$ cat src/rtl/mul_iter_pkg.sv
// Shared ALU definitions for the iterative multiplier.
// Holds the 2-bit multiply control encodings, the matching divide encodings
// used by the combinational divide unit, the multiplier state encoding, and
// a helper that returns the magnitude of an operand that may be read as signed.
package mul_iter_pkg;

    // Multiply control encodings (RV64M MUL group)
    localparam logic [1:0] MUL_LO = 2'b00;  // low half, sign-agnostic
    localparam logic [1:0] MULH   = 2'b01;  // signed x signed, high half
    localparam logic [1:0] MULHSU = 2'b10;  // signed x unsigned, high half
    localparam logic [1:0] MULHU  = 2'b11;  // unsigned x unsigned, high half

    // Divide control encodings (combinational divide unit)
    localparam logic [1:0] DIV_S  = 2'b00;
    localparam logic [1:0] DIV_U  = 2'b01;
    localparam logic [1:0] REM_S  = 2'b10;
    localparam logic [1:0] REM_U  = 2'b11;

    // Multiplier state encoding
    localparam logic [1:0] ST_IDLE_ENC  = 2'd0;
    localparam logic [1:0] ST_CALC_ENC  = 2'd1;
    localparam logic [1:0] ST_FIXUP_ENC = 2'd2;
    localparam logic [1:0] ST_DONE_ENC  = 2'd3;

    typedef enum logic [1:0] {
        ST_IDLE  = ST_IDLE_ENC,
        ST_CALC  = ST_CALC_ENC,
        ST_FIXUP = ST_FIXUP_ENC,
        ST_DONE  = ST_DONE_ENC
    } mul_state_t;

    // Magnitude of a 64-bit operand. The most-negative value maps to 2^63,
    // which is still representable as an unsigned 64-bit quantity.
    function automatic logic [63:0] mag64(input logic [63:0] val, input logic is_neg);
        return is_neg ? (~val + 64'd1) : val;
    endfunction

endpackage

$ cat src/rtl/mul_iter_step.sv
// One shift-add step of the iterative multiplier.
// Adds mcand_i x digit_i into the accumulator. mcand_i is already shifted
// into place by the caller, so this block is purely combinational.
// Ports:
//   acc_i    accumulator before the step
//   mcand_i  multiplicand aligned to the current digit position
//   digit_i  STEP_BITS-wide slice of the multiplier
//   acc_o    accumulator after the step
module mul_iter_step #(
    parameter int AW        = 128,
    parameter int STEP_BITS = 2
) (
    input  logic [AW-1:0]        acc_i,
    input  logic [AW-1:0]        mcand_i,
    input  logic [STEP_BITS-1:0] digit_i,
    output logic [AW-1:0]        acc_o
);

    logic [AW-1:0] pp;

    always_comb begin
        pp = '0;
        for (int j = 0; j < STEP_BITS; j++) begin
            if (digit_i[j]) begin
                pp = pp + (mcand_i << j);
            end
        end
        acc_o = acc_i + pp;
    end

endmodule

$ cat src/rtl/mul_iter.sv
// Iterative shift-add integer multiplier (MUL/MULH/MULHSU/MULHU).
// Operands are reduced to magnitudes on acceptance, multiplied STEP_BITS
// multiplier bits per cycle, then sign-corrected once at the end.
// Ports:
//   clk, rst            clock, synchronous active-high reset
//   in_valid/in_ready   operand handshake (ready only in IDLE)
//   in1, in2, control   multiplicand, multiplier, 2-bit op select
//   flush               abort and return to IDLE
//   out_valid/out_ready result handshake
//   out                 selected result half
//
// state | meaning
// IDLE  | waiting for operands, in_ready high
// CALC  | one shift-add step per cycle, counter counts down to 1
// FIXUP | negate accumulator if needed, register result half
// DONE  | result held with out_valid high until out_ready
module mul_iter
    import mul_iter_pkg::*;
#(
    parameter int WIDTH     = 64,
    parameter int STEP_BITS = 2
) (
    input  logic             clk,
    input  logic             rst,
    input  logic             in_valid,
    output logic             in_ready,
    input  logic [WIDTH-1:0] in1,
    input  logic [WIDTH-1:0] in2,
    input  logic [1:0]       control,
    input  logic             flush,
    output logic             out_valid,
    input  logic             out_ready,
    output logic [WIDTH-1:0] out
);

    localparam int NSTEPS = WIDTH / STEP_BITS;
    localparam int CW     = $clog2(NSTEPS + 1);
    localparam int AW     = 2 * WIDTH;

    if (!((STEP_BITS == 1) || (STEP_BITS == 2) || (STEP_BITS == 4)) ||
        ((WIDTH % STEP_BITS) != 0) || (WIDTH != 64)) begin : g_bad_param
        $error("mul_iter: unsupported WIDTH/STEP_BITS combination");
    end

    mul_state_t state_q, state_d;

    logic [CW-1:0]    cnt_q, cnt_d;
    logic [AW-1:0]    acc_q, acc_d;
    logic [AW-1:0]    mcand_q, mcand_d;
    logic [WIDTH-1:0] mplier_q, mplier_d;
    logic [1:0]       ctl_q, ctl_d;
    logic             neg_q, neg_d;
    logic [WIDTH-1:0] out_q, out_d;

    logic             accept;
    logic             sgn1, sgn2;
    logic [AW-1:0]    acc_step;
    logic [AW-1:0]    acc_fix;

    // flush blocks acceptance even though in_ready is still high in IDLE
    assign accept = in_valid && (state_q == ST_IDLE) && !flush;

    assign sgn1 = ((control == MULH) || (control == MULHSU)) && in1[WIDTH-1];
    assign sgn2 = (control == MULH) && in2[WIDTH-1];

    mul_iter_step #(
        .AW        (AW),
        .STEP_BITS (STEP_BITS)
    ) u_step (
        .acc_i   (acc_q),
        .mcand_i (mcand_q),
        .digit_i (mplier_q[STEP_BITS-1:0]),
        .acc_o   (acc_step)
    );

    assign acc_fix = neg_q ? (~acc_q + {{(AW-1){1'b0}}, 1'b1}) : acc_q;

    // State register
    always_ff @(posedge clk) begin
        if (rst) begin
            state_q <= ST_IDLE;
        end else begin
            state_q <= state_d;
        end
    end

    // Next-state logic
    always_comb begin
        state_d = state_q;
        if (flush) begin
            state_d = ST_IDLE;
        end else begin
            case (state_q)
                ST_IDLE:  if (accept) state_d = ST_CALC;
                ST_CALC:  if (cnt_q == CW'(1)) state_d = ST_FIXUP;
                ST_FIXUP: state_d = ST_DONE;
                ST_DONE:  if (out_ready) state_d = ST_IDLE;
                default:  state_d = ST_IDLE;
            endcase
        end
    end

    // Outputs
    always_comb begin
        in_ready  = (state_q == ST_IDLE);
        out_valid = (state_q == ST_DONE);
        out       = out_q;
    end

    // Datapath registers
    always_ff @(posedge clk) begin
        if (rst) begin
            cnt_q    <= '0;
            acc_q    <= '0;
            mcand_q  <= '0;
            mplier_q <= '0;
            ctl_q    <= MUL_LO;
            neg_q    <= 1'b0;
            out_q    <= '0;
        end else begin
            cnt_q    <= cnt_d;
            acc_q    <= acc_d;
            mcand_q  <= mcand_d;
            mplier_q <= mplier_d;
            ctl_q    <= ctl_d;
            neg_q    <= neg_d;
            out_q    <= out_d;
        end
    end

    // Datapath next-state
    always_comb begin
        cnt_d    = cnt_q;
        acc_d    = acc_q;
        mcand_d  = mcand_q;
        mplier_d = mplier_q;
        ctl_d    = ctl_q;
        neg_d    = neg_q;
        out_d    = out_q;
        case (state_q)
            ST_IDLE: begin
                if (accept) begin
                    ctl_d    = control;
                    mcand_d  = {{WIDTH{1'b0}}, mag64(in1, sgn1)};
                    mplier_d = mag64(in2, sgn2);
                    neg_d    = sgn1 ^ sgn2;
                    acc_d    = '0;
                    cnt_d    = CW'(NSTEPS);
                end
            end
            ST_CALC: begin
                acc_d    = acc_step;
                mcand_d  = mcand_q << STEP_BITS;
                mplier_d = mplier_q >> STEP_BITS;
                cnt_d    = cnt_q - CW'(1);
            end
            ST_FIXUP: begin
                if (!flush) begin
                    acc_d = acc_fix;
                    out_d = (ctl_q == MUL_LO) ? acc_fix[WIDTH-1:0] : acc_fix[AW-1:WIDTH];
                end
            end
            default: ;
        endcase
    end

endmodule
$ cat config.mk
export PLATFORM = sky130hd
export DESIGN_NAME = mul_iter
export DESIGN_NICKNAME = d
export VERILOG_FILES = /design/src/rtl/mul_iter_pkg.sv /design/src/rtl/mul_iter_step.sv /design/src/rtl/mul_iter.sv
export SDC_FILE = /design/constraint.sdc
export NUM_CORES = 2
export LEC_CHECK = 0
export CAP_MARGIN = 20
export CORE_AREA = 2 2 280 282
export CTS_CLUSTER_DIAMETER = 100
export DETAILED_ROUTE_END_ITERATION = 6
export DIE_AREA = 0 0 282 284
export GPL_TIMING_DRIVEN = 1
export HOLD_SLACK_MARGIN = 0.05
export MAX_ROUTING_LAYER = met4
export PLACE_DENSITY = 0.84
export SYNTH_ARGS = -nofsm -noshare
export SYNTH_HDL_FRONTEND = slang
export SYNTH_SLANG_ARGS = --single-unit
$ cat constraint.sdc
create_clock -name clk -period 25 [get_ports clk]
set_input_delay 5 -clock clk [delete_from_list [all_inputs] [get_ports clk]]
set_output_delay 5 -clock clk [all_outputs]
set_load 0.02 [all_outputs]
==> flow_summary_export.csv <==
group,metric,value,unit
floorplan,die_area,0.08009,sq mm
pwr,power_density,37.16,mW/mm^2
outcome,violations,"DRC",
critical_path,rr_startpoint,"mplier_q[0]",
timing,tightest_slew,1.191,ns
yosys,synth.ff_latch_count,395,
grt,met3_usage,6.866,%
final_layout,fillers,7282,
floorplan,io_pins,201,
min_path,hold_path_depth,2,
critical_path,start_kind,"flop",
critical_path,critPathSlowestCell,"dfxtp_4",
clock_tree,ctsResizeCount,0,
timing,fmax,103.1,MHz
yosys,yosys_warnings,0,
clock_tree,hold_buffers,0,
job,maxCapViolCount,0,
yosys,synth_area,0.04198,sq mm
detailed_routing,drc,4,
critical_path,rr_endpoint,"acc_q[127]",
yosys,synth_edf_count,0,
grt,grt_overflow,0,
final_layout,register_area,0.007919,sq mm
detailed_routing,drtPass1Iterations,7,
critical_path,crit_family,"compound AO/OA/AOI/OAI gates",
detailed_routing,vias,46704,
yosys,synth_area_per_cell,6.744,sq um
final_layout,n_antenna_cell,0,
floorplan,die-width,282,microns
clock_tree,clockRootBuffer,"clkbuf_16",
grt,global_route.usage.total,38.00,%
floorplan,initial_core_util,54.55,%
outcome,outcome,"finished with violations",
grt,grt_use_met2,54.56,%
clock_tree,cts.sinks,395,
timing,worst_slew_margin_rel,19.90,%
yosys,synth_cells,6225,
timing,final_max_slew_viol_count,0,
critical_path,cp_max_fo,135,
critical_path,r2r_cells,27,
final_layout,final_cells,7120,
timing,period_needed,9.697,ns
yosys,synthDistinctLibCells,100,
timing,clock_skew,0.05100,ns
clock_tree,clockBufferDepth,3,
detailed_routing,wl_per_cell,21.75,microns
final_layout,fin_nets,6397,
final_layout,final_cell_mix,"nand2_1 (971), a21oi_1 (726), nor2_1 (534), o21ai_0 (489), dfxtp_1 (392)",
grt,antenna_found_initial,0,
critical_path,cp_data_required_time,25.47,ns
clock_tree,cts_htree_levels,2,
floorplan,fp.dieH,284,microns
grt,grtUsageMet1,53.51,%
min_path,hold_path_class,"reg -> reg",
detailed_routing,drt_wl_total,154.9,mm
critical_path,r2r_slack,15.30,ns
detailed_routing,viasPerCell,6.560,
timing,hold_violations,0,
min_path,hp-start,"mplier_q[26]",
final_layout,drive_above_1_share,3.980,%
pwr,vdd_drop_max,0.04365,mV
floorplan,rows,102,
grt,grt_pass1_wl,237.3,mm
grt,grt_pass1_vias,41192,
critical_path,crit_arrival,10.17,ns
yosys,synth_ff_type,"dfxtp_1",
timing,rsz0062_at_grt,"no",
final_layout,final_common_cell,"nand2_1",
critical_path,worst-setup-path-type,"reg -> reg",
yosys,seq_area_frac_synth,18.84,%
grt,top_usage_layer,"met2",
pwr,power_leakage,17.31,nW
grt,grt_max_degree,186,
critical_path,cp_common_cell,"nand2_1",
critical_path,slowest_delay,0.87,ns
clock_tree,tritoncts,"built",
timing,report.final.setup_viol,0,
final_layout,synthToLayoutAreaGrowth,8.726,%
final_layout,multiInputGateArea,0.03188,sq mm
detailed_routing,first_iter_violations,5936,
clock_tree,clock_latency,0.62,ns
clock_tree,numCtsBuffers,49,
floorplan,coreArea,0.07696,sq mm
yosys,synth_fp_nets,6580,
detailed_routing,antenna_left,0,
place,place.gp.congestion,1.046,
place,port_buffers,200,
timing,finalSetupTns,0,ns
min_path,min_to,"mplier_q[26]",
critical_path,critPathCaptureType,"flop",
timing,fin_crit_sh,38.79,%
clock_tree,cts_post_setup_buffers_inserted,0,
place,dp_hpwl,118.8,mm
yosys,async_reset_ff_share,0,%
critical_path,cp.buffers_inverters,2,
place,dpl.cell_count,7031,
clock_tree,clkTransAtPathRegs,0.06,ns
## per-layer routing
metal | wire length (microns) | up-vias
met2 | 64690 | 2466
met5 | 0 | -
met1 | 67780 | 21850
li1 | - | 22074
met3 | 16910 | 314
met4 | 5478 | 0
## tightest hold or removal path, delay by kind of cell (launching register included)
kind	cells	cell delay, ns
AO/OA/AOI/OAI	1	0.05
AND/OR/NAND/NOR	1	0.05
flip-flops	1	0.31
## worst max-delay path by stage
| stage | cells past startpoint | from | slack (ns) | end |
|---|---|---|---|---|
| 2_1_floorplan | 40 | mplier_q[0] | 16.55 | acc_q[127] |
| 3_3_place_gp | 15 | in1[3] | 15.70 | mcand_q[59] |
| 3_5_place_dp | 27 | mplier_q[0] | 15.56 | acc_q[127] |
| 4_1_cts | 27 | mplier_q[0] | 15.53 | acc_q[127] |
| 5_1_grt | 31 | mplier_q[0] | 14.93 | acc_q[126] |
| 6_report | 27 | mplier_q[0] | 15.30 | acc_q[127] |
## layout make-up
cell class / instances / area share (%)
multi-input cells: 5231 / 69.84
flip-flops and latches: 395 / 17.35
repair buffers: 239 / 5.093
clock buffers: 64 / 3.056
well taps: 1040 / 2.851
inverters: 126 / 1.036
clock inverters: 25 / 0.7730
## cell usage after synthesis, types with 13 or more instances
cell	instances	area, sq um
nand2_1	971	3645
a21oi_1	727	3638
nor2_1	537	2016
o21ai_0	490	2452
clkbuf_1	395	1483
dfxtp_1	395	7908
xnor2_1	317	2776
xor2_1	223	1953
ha_1	218	2728
nor3_1	150	750.7
a21o_1	146	1096
inv_1	124	465.5
nand4_1	120	750.7
a22oi_1	100	750.7
and2_1	88	550.5
nand3_1	82	410.4
o31ai_1	63	473.0
o22ai_1	62	387.9
o21bai_1	59	442.9
o211ai_1	58	435.4
a31oi_1	51	319.1
nor2b_1	51	319.1
buf_1	50	187.7
nor4_1	50	312.8
or3_1	45	281.5
a221oi_1	43	376.6
o21a_1	41	307.8
nand2b_1	36	225.2
o41ai_1	34	297.8
or4_1	34	255.2
a211oi_1	33	247.7
mux2_2	32	360.4
and3_1	27	168.9
or2_2	27	168.9
buf_2	26	130.1
a222oi_1	24	240.2
o31a_1	18	157.7
nand3b_1	17	127.6
nor3b_1	14	105.1
o32ai_1	14	122.6
o21ai_1	13	65.06
## where the power goes
group / leakage (nW) / switching, W / internal (W) / total (W)
clock network: 0.857 / 0.000313 / 0.000469 / 0.000781
logic: 13.3 / 0.000142 / 0.0000863 / 0.000229
registers: 3.20 / 0.0000419 / 0.000644 / 0.000686
total: 17.3 / 0.000497 / 0.00120 / 0.00170
## sequential cells by signal, indices dropped and copies added, names as in the netlist
| register | flops |
|---|---|
| mplier_q | 64 |
| neg_q | 1 |
| acc_q | 128 |
| cnt_q | 6 |
| mcand_q | 128 |
| state_q | 2 |
| ctl_q | 2 |
| out | 64 |
## logic make-up (layout without fill, tap and decap cells)
| group | Yosys count | count (layout) | share of synthesized area [%] |
|---|---|---|---|
| XOR/XNOR | 541 | 541 | 11.32 |
| AO/OA/AOI/OAI | 2099 | 2099 | 30.84 |
| flip-flops | 395 | 395 | 18.84 |
| buffers and inverters | 599 | 454 | 5.445 |
| multiplexers | 39 | 39 | 1.025 |
| AND/OR/NAND/NOR | 2331 | 2331 | 25.91 |
| adder cells (fa/ha/maj) | 221 | 221 | 6.616 |
## per-stage QoR
step | hold WS (ns) | instance area (sq um) | setup slack [ns] | util (%) | power (W)
CTS | 0.4507 | 45650 | 15.53 | 59.31 | 0.001691
global placement | 0.4374 | 43900 | 15.70 | 57.04 | 0.0009165
global route | 0.4722 | 45650 | 14.93 | 59.31 | 0.001748
floorplan | 0.4315 | 41980 | 16.55 | - | 0.0008427
detailed placement | 0.4432 | 43900 | 15.56 | 57.04 | 0.0009212
finish | 0.4495 | 45650 | 15.30 | 59.31 | 0.001696
No activity file was read; power rests on OpenSTA's default activity.
